`config.mk`:
```
export PLATFORM = sky130hd
export DESIGN_NAME = safety_interlock_flat
export DESIGN_NICKNAME = d
export VERILOG_FILES = /design/src/rtl/safety_pkg.sv /design/src/rtl/safety_interlock_if.sv /design/src/rtl/safety_interlock_timer.sv /design/src/rtl/safety_interlock.sv /design/src/flat_wrapper.sv
export SDC_FILE = /design/constraint.sdc
export NUM_CORES = 1
export LEC_CHECK = 0
export CORE_ASPECT_RATIO = 1.5
export CORE_MARGIN = 10
export CORE_UTILIZATION = 51
export DETAILED_ROUTE_END_ITERATION = 8
export GPL_ROUTABILITY_DRIVEN = 1
export GPL_TIMING_DRIVEN = 0
export PLACE_DENSITY = 0.78
export REMOVE_ABC_BUFFERS = 1
export SLEW_MARGIN = 20
export SYNTH_ARGS = -nofsm -noshare
export SYNTH_HDL_FRONTEND = slang
export SYNTH_SLANG_ARGS = --single-unit
```
`constraint.sdc`:
```
create_clock -name clk -period 2.1 [get_ports clk]
set_clock_uncertainty 0.1 [all_clocks]
set_input_delay 0.21 -clock clk [delete_from_list [all_inputs] [get_ports clk]]
set_output_delay 0.21 -clock clk [all_outputs]
set_load 0.005 [all_outputs]
```
`src/rtl/safety_pkg.sv`:
```
// Shared types and constants for the laser safety interlock.
// Fault vector bit positions follow the limit checker's fail outputs.
package safety_pkg;

  typedef enum logic [1:0] {
    DISARMED = 2'd0,
    ARMED    = 2'd1,
    TRIPPED  = 2'd2,
    CLEARING = 2'd3
  } interlock_state_t;

  localparam int FLT_PW_LO    = 0;
  localparam int FLT_PW_HI    = 1;
  localparam int FLT_RATE     = 2;
  localparam int FLT_CURR     = 3;
  localparam int NUM_FAULTS   = 4;
  localparam int TRIP_COUNT_W = 16;

  function automatic logic [TRIP_COUNT_W-1:0] sat_inc(input logic [TRIP_COUNT_W-1:0] v);
    logic [TRIP_COUNT_W-1:0] r;
    if (v == {TRIP_COUNT_W{1'b1}}) begin
      r = v;
    end else begin
      r = v + {{(TRIP_COUNT_W-1){1'b0}}, 1'b1};
    end
    return r;
  endfunction

endpackage

```
`src/rtl/safety_interlock_if.sv`:
```
// Fault inputs, operator requests and status outputs of the interlock.
// The slave modport is the interlock itself; master is whoever drives it.
interface safety_interlock_if;
  import safety_pkg::*;

  logic                    pulse_lower_limit_fail;
  logic                    pulse_upper_limit_fail;
  logic                    rate_lower_limit_fail;
  logic                    current_limit_fail;
  logic                    arm_req;
  logic                    disarm_req;
  logic                    clear_req;
  logic                    laser_enable;
  logic                    clear_fail;
  logic [NUM_FAULTS-1:0]   fault_status;
  logic [NUM_FAULTS-1:0]   first_fault;
  logic [TRIP_COUNT_W-1:0] trip_count;
  logic [1:0]              state;

  modport slave (
    input  pulse_lower_limit_fail, pulse_upper_limit_fail,
           rate_lower_limit_fail, current_limit_fail,
           arm_req, disarm_req, clear_req,
    output laser_enable, clear_fail, fault_status, first_fault,
           trip_count, state
  );

  modport master (
    output pulse_lower_limit_fail, pulse_upper_limit_fail,
           rate_lower_limit_fail, current_limit_fail,
           arm_req, disarm_req, clear_req,
    input  laser_enable, clear_fail, fault_status, first_fault,
           trip_count, state
  );

endinterface

```
`src/rtl/safety_interlock_timer.sv`:
```
// Loadable down-counter shared by the clear-pulse and re-arm holdoff phases.
// done is high while the count sits at zero; loading N gives N+1 cycles to done.
module interlock_timer #(
  parameter int WIDTH = 10
) (
  input  logic             clk,
  input  logic             rstn,
  input  logic             load,
  input  logic [WIDTH-1:0] load_val,
  output logic             done
);

  logic [WIDTH-1:0] count_r;

  // Count register: load wins, otherwise decrement down to zero and hold.
  always_ff @(posedge clk or negedge rstn) begin
    if (!rstn) begin
      count_r <= {WIDTH{1'b0}};
    end else if (load) begin
      count_r <= load_val;
    end else if (count_r != {WIDTH{1'b0}}) begin
      count_r <= count_r - {{(WIDTH-1){1'b0}}, 1'b1};
    end else begin
      count_r <= count_r;
    end
  end

  assign done = (count_r == {WIDTH{1'b0}});

endmodule

```
`src/rtl/safety_interlock.sv`:
```
// Laser enable authority: arms, trips within one clock of any fail, records
// fault history and drives the clear handshake with a fault-free holdoff.
module safety_interlock
  import safety_pkg::*;
#(
  parameter int CLEAR_PULSE_CYCLES = 4,
  parameter int REARM_HOLDOFF      = 1000
) (
  input  logic               clk,
  input  logic               rstn,
  safety_interlock_if.slave  bus
);

  localparam int MAX_CNT = (CLEAR_PULSE_CYCLES > REARM_HOLDOFF) ? CLEAR_PULSE_CYCLES : REARM_HOLDOFF;
  localparam int CNT_W   = $clog2(MAX_CNT + 1);
  localparam logic [CNT_W-1:0] PULSE_LOAD = CNT_W'(CLEAR_PULSE_CYCLES - 1);
  localparam logic [CNT_W-1:0] HOLD_LOAD  = CNT_W'(REARM_HOLDOFF - 1);

  interlock_state_t        state_r, next_state_s;
  logic [NUM_FAULTS-1:0]   fails_s;
  logic                    laser_enable_r;
  logic                    clear_fail_r;
  logic [NUM_FAULTS-1:0]   fault_status_r;
  logic [NUM_FAULTS-1:0]   first_fault_r;
  logic [TRIP_COUNT_W-1:0] trip_count_r;
  logic                    timer_load_s;
  logic [CNT_W-1:0]        timer_val_s;
  logic                    timer_done_s;
  logic                    enter_clear_s;
  logic                    enter_hold_s;
  logic                    trip_s;
  logic                    clean_s;

  assign fails_s[FLT_PW_LO] = bus.pulse_lower_limit_fail;
  assign fails_s[FLT_PW_HI] = bus.pulse_upper_limit_fail;
  assign fails_s[FLT_RATE]  = bus.rate_lower_limit_fail;
  assign fails_s[FLT_CURR]  = bus.current_limit_fail;

  interlock_timer #(.WIDTH(CNT_W)) u_timer (
    .clk      (clk),
    .rstn     (rstn),
    .load     (timer_load_s),
    .load_val (timer_val_s),
    .done     (timer_done_s)
  );

  always_ff @(posedge clk or negedge rstn) begin
    if (!rstn) begin
      state_r <= DISARMED;
    end else begin
      state_r <= next_state_s;
    end
  end

  // clear_fail_r doubles as the pulse-phase flag while in CLEARING.
  always_comb begin
    next_state_s  = state_r;
    timer_load_s  = 1'b0;
    timer_val_s   = {CNT_W{1'b0}};
    enter_clear_s = 1'b0;
    enter_hold_s  = 1'b0;
    trip_s        = 1'b0;
    clean_s       = 1'b0;
    case (state_r)
      DISARMED: begin
        if (bus.arm_req && (fault_status_r == 4'b0000) && (fails_s == 4'b0000)) begin
          next_state_s = ARMED;
        end else if (bus.clear_req) begin
          next_state_s  = CLEARING;
          enter_clear_s = 1'b1;
          timer_load_s  = 1'b1;
          timer_val_s   = PULSE_LOAD;
        end else begin
          next_state_s = DISARMED;
        end
      end
      ARMED: begin
        if (fails_s != 4'b0000) begin
          next_state_s = TRIPPED;
          trip_s       = 1'b1;
        end else if (bus.disarm_req) begin
          next_state_s = DISARMED;
        end else begin
          next_state_s = ARMED;
        end
      end
      TRIPPED: begin
        if (bus.clear_req) begin
          next_state_s  = CLEARING;
          enter_clear_s = 1'b1;
          timer_load_s  = 1'b1;
          timer_val_s   = PULSE_LOAD;
        end else begin
          next_state_s = TRIPPED;
        end
      end
      CLEARING: begin
        if (clear_fail_r) begin
          if (timer_done_s) begin
            enter_hold_s = 1'b1;
            timer_load_s = 1'b1;
            timer_val_s  = HOLD_LOAD;
          end else begin
            enter_hold_s = 1'b0;
          end
        end else if (fails_s != 4'b0000) begin
          next_state_s = TRIPPED;
        end else if (timer_done_s) begin
          next_state_s = DISARMED;
          clean_s      = 1'b1;
        end else begin
          next_state_s = CLEARING;
        end
      end
      default: begin
        next_state_s = DISARMED;
      end
    endcase
  end

  always_ff @(posedge clk or negedge rstn) begin
    if (!rstn) begin
      laser_enable_r <= 1'b0;
      clear_fail_r   <= 1'b0;
      fault_status_r <= 4'b0000;
      first_fault_r  <= 4'b0000;
      trip_count_r   <= {TRIP_COUNT_W{1'b0}};
    end else begin
      laser_enable_r <= (next_state_s == ARMED);

      if (enter_clear_s) begin
        clear_fail_r <= 1'b1;
      end else if (enter_hold_s) begin
        clear_fail_r <= 1'b0;
      end else begin
        clear_fail_r <= clear_fail_r;
      end

      if (clean_s) begin
        fault_status_r <= 4'b0000;
      end else if (!clear_fail_r) begin
        fault_status_r <= fault_status_r | fails_s;
      end else begin
        fault_status_r <= fault_status_r;
      end

      if (trip_s) begin
        first_fault_r <= fails_s;
        trip_count_r  <= sat_inc(trip_count_r);
      end else if (clean_s) begin
        first_fault_r <= 4'b0000;
        trip_count_r  <= trip_count_r;
      end else begin
        first_fault_r <= first_fault_r;
        trip_count_r  <= trip_count_r;
      end
    end
  end

  assign bus.laser_enable = laser_enable_r;
  assign bus.clear_fail   = clear_fail_r;
  assign bus.fault_status = fault_status_r;
  assign bus.first_fault  = first_fault_r;
  assign bus.trip_count   = trip_count_r;
  assign bus.state        = state_r;

endmodule

```
`src/flat_wrapper.sv`:
```
// flat-port wrapper written by rule: the top's interface ports become plain ports
module safety_interlock_flat import safety_pkg::*;
#(
  parameter int CLEAR_PULSE_CYCLES = 4,
  parameter int REARM_HOLDOFF      = 1000
)
  (clk, rstn, bus_pulse_lower_limit_fail, bus_pulse_upper_limit_fail, bus_rate_lower_limit_fail, bus_current_limit_fail, bus_arm_req, bus_disarm_req, bus_clear_req, bus_laser_enable, bus_clear_fail, bus_fault_status, bus_first_fault, bus_trip_count, bus_state);
  safety_interlock_if bus_i ();
  input  logic clk;
  input  logic rstn;
  input wire logic [$bits(bus_i.pulse_lower_limit_fail)-1:0] bus_pulse_lower_limit_fail;
  input wire logic [$bits(bus_i.pulse_upper_limit_fail)-1:0] bus_pulse_upper_limit_fail;
  input wire logic [$bits(bus_i.rate_lower_limit_fail)-1:0] bus_rate_lower_limit_fail;
  input wire logic [$bits(bus_i.current_limit_fail)-1:0] bus_current_limit_fail;
  input wire logic [$bits(bus_i.arm_req)-1:0] bus_arm_req;
  input wire logic [$bits(bus_i.disarm_req)-1:0] bus_disarm_req;
  input wire logic [$bits(bus_i.clear_req)-1:0] bus_clear_req;
  output wire logic [$bits(bus_i.laser_enable)-1:0] bus_laser_enable;
  output wire logic [$bits(bus_i.clear_fail)-1:0] bus_clear_fail;
  output wire logic [$bits(bus_i.fault_status)-1:0] bus_fault_status;
  output wire logic [$bits(bus_i.first_fault)-1:0] bus_first_fault;
  output wire logic [$bits(bus_i.trip_count)-1:0] bus_trip_count;
  output wire logic [$bits(bus_i.state)-1:0] bus_state;
  assign bus_i.pulse_lower_limit_fail = bus_pulse_lower_limit_fail;
  assign bus_i.pulse_upper_limit_fail = bus_pulse_upper_limit_fail;
  assign bus_i.rate_lower_limit_fail = bus_rate_lower_limit_fail;
  assign bus_i.current_limit_fail = bus_current_limit_fail;
  assign bus_i.arm_req = bus_arm_req;
  assign bus_i.disarm_req = bus_disarm_req;
  assign bus_i.clear_req = bus_clear_req;
  assign bus_laser_enable = bus_i.laser_enable;
  assign bus_clear_fail = bus_i.clear_fail;
  assign bus_fault_status = bus_i.fault_status;
  assign bus_first_fault = bus_i.first_fault;
  assign bus_trip_count = bus_i.trip_count;
  assign bus_state = bus_i.state;
  safety_interlock #(.CLEAR_PULSE_CYCLES(CLEAR_PULSE_CYCLES), .REARM_HOLDOFF(REARM_HOLDOFF)) u_core (.clk(clk), .rstn(rstn), .bus(bus_i));
endmodule
```
## Yosys cells after proc, flatten, opt, wreduce, memory -nomap -nowiden

Cells that the tools add are included.

| storage, ports and cells | value |
|---|---|
| register bits | 38 |
| logic and storage cells | 63 |

| cells by class | value |
|---|---|
| add/subtract/negate cells | 2 |
| equality and inequality tests | 6 |
| multiplexer cells | 34 |
| bitwise logic cells | 2 |
| reduce and logical (&&, ||, !) cells | 12 |

Operators by type and width:

| operator | count |
|---|---|
| 10-bit two-way mux | 5 |
| 10-bit case mux with 3 select lines | 1 |
| 16-bit by 1-bit adder with 16-bit output, second input constant | 1 |
| 16-bit equality test, second input constant | 1 |
| 4-bit two-way mux | 4 |
| 1-bit two-way mux | 14 |
| 2-bit two-way mux | 7 |
| 10-bit logical NOT | 1 |
| 10-bit nonzero test | 1 |
| 10-bit by 1-bit subtractor with 10-bit output, second input constant | 1 |
| 4-bit logical NOT | 2 |
| 2-bit case mux with 4 select lines | 1 |
| 2-bit nonzero test | 3 |
| 2-bit by 1-bit equality test with 1-bit output, second input constant | 2 |
| 2-bit equality test, second input constant | 2 |
| 4-bit OR | 1 |
| 4-bit nonzero test | 1 |
| 1-bit case mux with 3 select lines | 1 |
| 1-bit logical AND | 2 |
| 2-bit logical NOT | 1 |
| 2-bit inequality test, second input constant | 1 |
| 1-bit case mux with 2 select lines | 1 |
| 2-bit AND reduction | 1 |
| 1-bit NOT | 1 |

## Depth between registers and ports, before layout

Gate-level depths: netlist of run 1.

| logic depth | value |
|---|---|
| depth in word-level cells | 7 |
| gate-level depth with buffers | 7 |
| mapped depth without buffers | 6 |

## By module

Synthesis of run 1 repeated with hierarchy kept, for this count alone.

| second synthesis, totals | value |
|---|---|
| cell total of the unflattened synthesis | 183 |
| area total of the unflattened synthesis | 1976.9 um2 |

By module, submodules not included:

| module | instances | cells each | area each (um2) |
|---|---|---|---|
| safety_interlock | 1 | 120 | 1370.1 |
| interlock_timer | 1 | 63 | 606.8 |

## Worst setup path after synthesis of run 1

No wires, ideal clock.

| path | value |
|---|---|
| path type | register to register |
| from | reg u_core.fault_status_r[0], in the netlist u_core.bus.fault_status[0] |
| to | reg u_core.u_timer.count_r[1] |
| setup time | 124 ps |
| arrival | 1690 ps |
| required time | 1876 ps |
| setup slack | 186 ps |
| stages on the path, launching flop included | 5 |
| path buffers | 0 |
| path through | dfrtp_1 or4b_4 o41ai_4 nand2_2 a211o_1 |

| on the way | value |
|---|---|
| longest elaborated chain between the ends | 6 |
| elaborated cells on any way between the ends | 9 |
| those cells by class | 5 x mux; 4 x reduce/logical |

RTL lines:

| element | line | RTL |
|---|---|---|
| from (decl) | safety_interlock.sv:23 | `logic [NUM_FAULTS-1:0] fault_status_r;` |
| from (signal assigned) | safety_interlock.sv:142 | `fault_status_r <= fault_status_r \| fails_s;` |
| from (signal assigned) | safety_interlock.sv:144 | `fault_status_r <= fault_status_r;` |
| 4-bit logical NOT (*) | safety_interlock.sv:66 | `if (bus.arm_req && (fault_status_r == 4'b0000) && (fails_s == 4'b0000)) begin` |
| 1-bit logical AND (*) (2 in a row) | safety_interlock.sv:66 |  |
| 10-bit two-way mux / 1-bit two-way mux (equally long branches) | safety_interlock.sv:66 |  |
| 10-bit case mux with 3 select lines / 1-bit case mux with 3 select lines (equally long branches) | safety_interlock.sv:64 | `case (state_r)` |
| 10-bit two-way mux / 2-bit nonzero test (equally long branches) | - |  |
| to (signal assigned) | safety_interlock_timer.sv:18 | `count_r <= {WIDTH{1'b0}};` |
| to (signal assigned) | safety_interlock_timer.sv:20 | `count_r <= load_val;` |
| to (signal assigned) | safety_interlock_timer.sv:22 | `count_r <= count_r - {{(WIDTH-1){1'b0}}, 1'b1};` |
| to (decl) | safety_interlock_timer.sv:13 | `logic [WIDTH-1:0] count_r;` |

Every way passes the cells marked *; elsewhere a longest branch is shown, timed or not.
A chain may end at the register's enable or synchronous reset.

## Worst setup path in the final report of run 1

| path | value |
|---|---|
| from | in bus_pulse_upper_limit_fail |
| to | reg u_core.u_timer.count_r[1] |

| on the way | value |
|---|---|
| longest elaborated chain between the ends | 5 |
| elaborated cells on any way between the ends | 8 |
| those cells by class | 5 x mux; 3 x reduce/logical |

RTL lines:

| element | line | RTL |
|---|---|---|
| from (decl) | flat_wrapper.sv:12 | `input wire logic [$bits(bus_i.pulse_upper_limit_fail)-1:0] bus_pulse_upper_limit_fail;` |
| 4-bit logical NOT (*) | safety_interlock.sv:66 |  |
| 1-bit logical AND (*) | safety_interlock.sv:66 |  |
| 10-bit two-way mux / 1-bit two-way mux (equally long branches) | safety_interlock.sv:66 |  |
| 10-bit case mux with 3 select lines / 1-bit case mux with 3 select lines (equally long branches) | safety_interlock.sv:64 |  |
| 10-bit two-way mux / 2-bit nonzero test (equally long branches) | - |  |

Marked as above.

==> flow_summary.ini, run 1 <==
[status]
status = complete, but fails checks
failed_checks = setup timing

[die]
rows = 27
die_w_um = 70.63
die_area_sq_um = 6776
coreArea_sq_um = 3682
num_io_pins = 37
start_util = 0.5324
fp.dieH_um = 95.94

[sta]
fmax_mhz = 476.0
setup_viol = 1
rsz0062_at_grt = yes
setup-tns-final_ns = -0.001048
tightest_slew_ns = 0.5089
fin_crit_sh = 1.000
slew_headroom = 0.6579
period_minus_slack_ns = 2.101
hold_viol_final = 0
slew_violations = 0
setup_slack_ns = -0.001048

[worst_setup_path]
cp_slowest_cell = or4_4
arrival_ns = 2.19
worstSetupStartpoint = bus_pulse_upper_limit_fail
path_class = primary input to register
start_kind = primary input
end_kind = register
r2r-start = u_core.bus.fault_status[0]
cp_max_fo = 4
worst_ep_required_time_ns = 2.19
cp_slowest_stage_delay_ns = 0.57
ff2ff_path_depth = 5
cp_cell_sequence = clkdlybuf4s50_1, or4_4, o41ai_4, buf_4, nand2_2, a211o_1

[cells_and_area]
mostFrequentLayoutCells = dfrtp_1, clkdlybuf4s50_1, xnor2_1
drive_gt1_frac = 0.1496
regArea_sq_um = 955.9
instances_no_fill = 277
final_common_cell = dfrtp_1
area_growth_pct = 31.78
antenna_cells = 0
n_fill_cell = 266
layout.nets = 245
multi_input_area_sq_um = 1040
design_area_sq_um = 2584

[power]
max-vdd-ir-drop_v = 0.0007711
leakagePower_nw = 1.082
p_per_area_nw_per_um2 = 904.2

[drt]
post_drt_wl_per_cell_um = 18.36
drt_iter0_drc = 138
route.final.wire_length_mm = 5.086
vias_per_cell = 6.094
vias = 1688
drc_errors = 0
antenna_left = 0
dr.pass1.iters = 4

[job]
maxCapViolCount = 0

[clock_network]
numCtsBuffers = 5
clock_sink_count = 38
path_clk_slew_ns = 0.08
clock_latency_ns = 0.30
clockRootBuffer = clkbuf_8
cts_buffer_depth = 2
htreeDepth = 2
cts_tree = built

[synth]
synth_edf_count = 0
syn-instance-count = 190
synth.area.top_cells = dfrtp_1, xnor2_1, nand3_1, nand4_1, a21oi_1
synth-main-ff-cell = dfrtp_1
async_flop_share = 1.000
synth_area_sq_um = 1961
synth_top_cell_by_area = dfrtp_1
synth_top_area_frac = 0.4850
synthDistinctLibCells = 44
synth_area_per_cell_sq_um = 10.32
yosysWarningCount = 0
ys_seq_area_frac = 0.4850
synth-seq-cells = 38

[grt]
grt_usage = 0.1542
grt_pass1_vias = 1807
grt_max_degree = 30
grt_overflow = 0
grt_antenna_before_repair = 0
grt_first_pass_wirelength_mm = 8.597

[place]
dp_hpwl_mm = 3.600
dp_cells = 266
place_area_sq_um = 2381
port_buffers = 36
gp_routability_congestion = 0.8030

[min_path]
min_path_type = primary input to asynchronous set/reset pin
## sequential cells by signal, indices dropped and copies added, names as in the netlist
| signal | flops |
|---|---|
| u_core.u_timer.count_r | 10 |
| u_core.bus.clear_fail | 1 |
| u_core.bus.fault_status | 4 |
| u_core.bus.trip_count | 16 |
| u_core.bus.first_fault | 4 |
| u_core.bus.laser_enable | 1 |
| u_core.bus.state | 2 |
## through the flow
step | hold slack (ns) | util | worst slack, ns | total power, mW
after detailed placement | -0.006724 | 0.6466 | -0.3820 | 1.754
final | 0.2305 | 0.7017 | -0.001048 | 2.336
after CTS | 0.2417 | 0.6820 | 0.02531 | 2.288
after floorplan | -0.1856 | - | -0.1544 | 1.467
after global placement | 0.3829 | 0.6388 | -1.151 | 1.701
after global routing | 0.2418 | 0.7017 | -0.02783 | 2.473
## power breakdown
group / total (mW) / switching [mW] / internal, mW
logic: 0.740 / 0.371 / 0.369
registers: 1.07 / 0.204 / 0.870
clock network: 0.522 / 0.258 / 0.265
## critical path, delay by kind of cell
| kind | cells | cell delay, ns |
|---|---|---|
| compound gates | 2 | 0.62 |
| buf+inv | 2 | 0.72 |
| simple gates | 2 | 0.64 |
## repair_timing
item                                    in CTS  in global routing
resized for setup                            5                 13
gates cloned                                 0                  0
endpoints found under the setup margin      14                 22
hold endpoints to repair                    38                  0
hold buffers                                 1                  0
buffers inserted                             0                  2
pin swaps                                    0                  2
## cell families after synthesis
kind of cell	synth area share
compound gates	0.1576
simple gates	0.2183
fa+ha+maj	0.01915
flops	0.4850
xor+xnor	0.07594
buf+inv	0.02680
mux	0.01723
## per-layer routing
metal / part of all wire / vias up / routed length (um) / track usage
met5: 0 / - / 0 / 0
met4: 0.022 / 0 / 110 / 0.07443
met1: 0.39 / 827 / 1973 / 0.1636
met2: 0.54 / 52 / 2726 / 0.2755
met3: 0.054 / 13 / 276 / 0.04428
li1: - / 796 / - / -
## Yosys cell counts, types with 3 or more instances
master,count
a21oi_1,8
a22oi_1,4
a31o_2,4
and3_1,6
and4_1,4
dfrtp_1,38
ha_1,3
inv_1,8
mux2_2,3
nand2_1,10
nand3_1,13
nand4_1,7
nor2_1,9
nor2b_1,3
nor4_1,5
o211ai_1,3
o21ai_0,7
o22ai_1,4
xnor2_1,13
xor2_1,4
## final timing paths
path / end / slack (ns)
hold reg to reg: u_core.bus.trip_count[10] / 0.40
min in group clk: u_core.bus.fault_status[3] / 0.24
hold / removal: u_core.bus.trip_count[1] / 0.23
setup reg to reg: u_core.u_timer.count_r[1] / 0.10
max in group asynchronous: u_core.bus.state[0] / 1.22
setup / recovery: u_core.u_timer.count_r[1] / -0.001
## cell type report
cell class,instances,area share
multi-input combinational,139,0.4024
timing repair buffer,41,0.1598
tap,43,0.02082
clock inverter,1,0.001937
sequential,38,0.3700
inverter,8,0.01162
clock buffer,7,0.03341
No activity file was read; power rests on OpenSTA's default activity.
==> inputs of run 2 (changes only) <==
- ABC_AREA: unset -> 1
- CORE_UTILIZATION: 51 -> 53
- PLACE_DENSITY: 0.78 -> 0.8
==> run 2 against run 1 <==
Routed wire length is essentially flat. The flow now finishes without violations. Count of clock-buffer cells in the layout shrank 2. Non-clock buffer count shrank 3. Sequential share of layout area shrank 1.5 points.
==> flow_summary.ini, run 2 <==
[synth]
synthDistinctLibCells = 23
synthAdderAreaFrac = 0.01757
yosys.area_share.xor_xnor = 0.06561
synth_top_area_frac = 0.4452
yosys.area_share.simple = 0.3169
syn-instance-count = 289
synth_edf_count = 0
synth.area.top_cells = dfrtp_1, nand2_1, inv_1, nor2_1, xor2_1
ys_seq_area_frac = 0.4452
synth-compound-area-share = 0.07557
async_flop_share = 1.000
synth_top_cell_by_area = dfrtp_1
synth-seq-cells = 38
synth_area_per_cell_sq_um = 7.390
synthTopCellsByCount = nand2_1, dfrtp_1, inv_1
synth_mux_area_frac = 0
synth_top_family_by_area = simple AND/OR/NAND/NOR gates
synth.most_common_cell = nand2_1
synth-main-ff-cell = dfrtp_1
synth_area_sq_um = 2136
yosysWarningCount = 0

[drt]
drt_iter0_drc = 120
route.final.wire_length_mm = 5.081
drc_errors = 0
vias = 1938
post_drt_wl_per_cell_um = 13.44
dr.pass1.iters = 4
antenna_left = 0
vias_per_cell = 5.127

[cells_and_area]
mostFrequentLayoutCells = nand2_1, inv_1, nor2_1, dfrtp_1, clkdlybuf4s50_1
largest_reg_flops = 16
drive_gt1_frac = 0.07508
instances_no_fill = 378
layout.nets = 344
area_growth_pct = 25.66
antenna_cells = 0
final_common_cell = nand2_1

[worst_setup_path]
end_kind = register
arrival_ns = 2.00
r2r-start = u_core.bus.trip_count[0]
worst_ep_required_time_ns = 2.19
path_class = primary input to register
worstSetupStartpoint = bus_pulse_lower_limit_fail
start_kind = primary input
cp_max_fo = 5

[power]
p_comb_frac = 0.039
power_switching_mw = 0.3024
max-vdd-ir-drop_v = 0.0004823
clkPwrFrac = 0.441
p_sw_frac = 0.2129
leakagePower_nw = 1.343
p_seq_frac = 0.520
p_total_mw = 1.420
p_per_area_nw_per_um2 = 529.2
internal_power_mw = 1.118

[clock_network]
clock_latency_ns = 0.29
numCtsBuffers = 5
htreeDepth = 2
path_clk_slew_ns = 0.08
cts_tree = built
post_cts_buffers = 0
cts_buffer_depth = 2
clock_sink_count = 38
clockRootBuffer = clkbuf_8

[grt]
grt_max_degree = 29
grt_pass1_vias = 1896
grt_overflow = 0
grt_first_pass_wirelength_mm = 8.549
grt_antenna_before_repair = 0
grt_usage = 0.1466

[place]
gp_routability_congestion = 0.8692
dp_cells = 369
port_buffers = 36
dp_hpwl_mm = 3.914

[sta]
tightest_slew_ns = 0.4787
hold_viol_final = 0
period_minus_slack_ns = 1.907
setup_viol = 0
slew_violations = 0
slew_headroom = 0.6784
fin_crit_sh = 0.9082
fmax_mhz = 524.3
rsz0062_at_grt = no

[die]
rows = 28
start_util = 0.5443
die_w_um = 71.83
die_area_sq_um = 7021
fp.dieH_um = 97.75
num_io_pins = 37
coreArea_sq_um = 3924

[min_path]
min_path_type = primary input to asynchronous set/reset pin

[status]
status = completed

[job]
maxCapViolCount = 0
==> run 2: cell count changes in the layout (fill, tap and decap cells not counted), sizes merged, moves of 7 or more <==
cell / delta
xnor2: -9
nand3: +7
o21ai: +13
nor2: +32
inv: +32
xor2: +8
nand2: +76
==> run 2: logic make-up (layout without fill, tap and decap cells) <==
kind of cell    count (synthesis)  after routing
simple gates                  160            160
buf+inv                        42             86
flops                          38             38
compound gates                 30             30
xor+xnor                       16             16
fa+ha+maj                       3              3
==> run 2: what timing repair did <==
| action | in CTS | in global routing |
|---|---|---|
| hold buffers | 1 | 0 |
| setup endpoints to repair | 10 | 12 |
| gates resized for setup | 1 | 4 |
| endpoints found under the hold margin | 38 | 0 |
==> run 2: worst max-delay path, cell delays in order <==
cell	delay, ns
clkdlybuf4s50_1	0.42
inv_1	0.08
nand2_1	0.05
nor2_1	0.30
nand2_1	0.16
nand2_1	0.14
nand2_1	0.12
nor2_1	0.24
nand2_1	0.14
nand2_1	0.09
inv_1	0.04
==> run 2: worst paths after layout <==
| path | to | slack, ns | depth (start not counted) |
|---|---|---|---|
| max reg2reg | u_core.bus.trip_count[11] | 0.22 | 10 |
| max in group asynchronous | u_core.bus.trip_count[15] | 1.25 | 3 |
| min in group clk | u_core.bus.first_fault[1] | 0.42 | 3 |
| min | u_core.bus.trip_count[9] | 0.23 | 2 |
| max | u_core.u_timer.count_r[6] | 0.19 | 11 |
| min reg2reg | u_core.bus.first_fault[1] | 0.43 | 2 |
==> run 2: cell type report <==
type                       instances  area, sq um
clock inverter                     3        45.04
tap                               45        56.30
sequential                        38        952.2
fill                             342         1240
timing repair buffer              38        385.4
clock buffer                       5        68.82
inverter                          40        152.6
multi-input combinational        209         1023
==> run 2: power groups by stage <==
stage / combinational (mW) / sequential [mW] / clock (mW)
after floorplan: 0.00920 / 0.753 / 0
after detailed placement: 0.0562 / 0.753 / 0
after CTS: 0.0577 / 0.739 / 0.635
final: 0.0557 / 0.739 / 0.626
after global routing: 0.0619 / 0.739 / 0.672
after global placement: 0.0517 / 0.753 / 0
==> run 2: metal layers <==
metal  global-route usage  vias up  routed length, um
li1                     -      988                  -
met1               0.1514      898               1993
met2               0.2711       45               2758
met3              0.03850        7                237
met4              0.05082        0                 91
met5                    0        -                  0
==> run 2: metrics by stage <==
step / area (sq um) / hold slack (ns) / setup TNS [ns] / util / worst slack (ns)
after global routing: 2684 / 0.2369 / 0 / 0.6840 / 0.02566
after CTS: 2678 / 0.2238 / 0 / 0.6824 / 0.05596
after global placement: 2534 / 0.3794 / -5.968 / 0.6457 / -0.1591
final: 2684 / 0.2292 / 0 / 0.6840 / 0.1927
after detailed placement: 2549 / 0.002366 / -0.2975 / 0.6496 / -0.06545
after floorplan: 2117 / -0.1856 / 0 / - / 0.3384
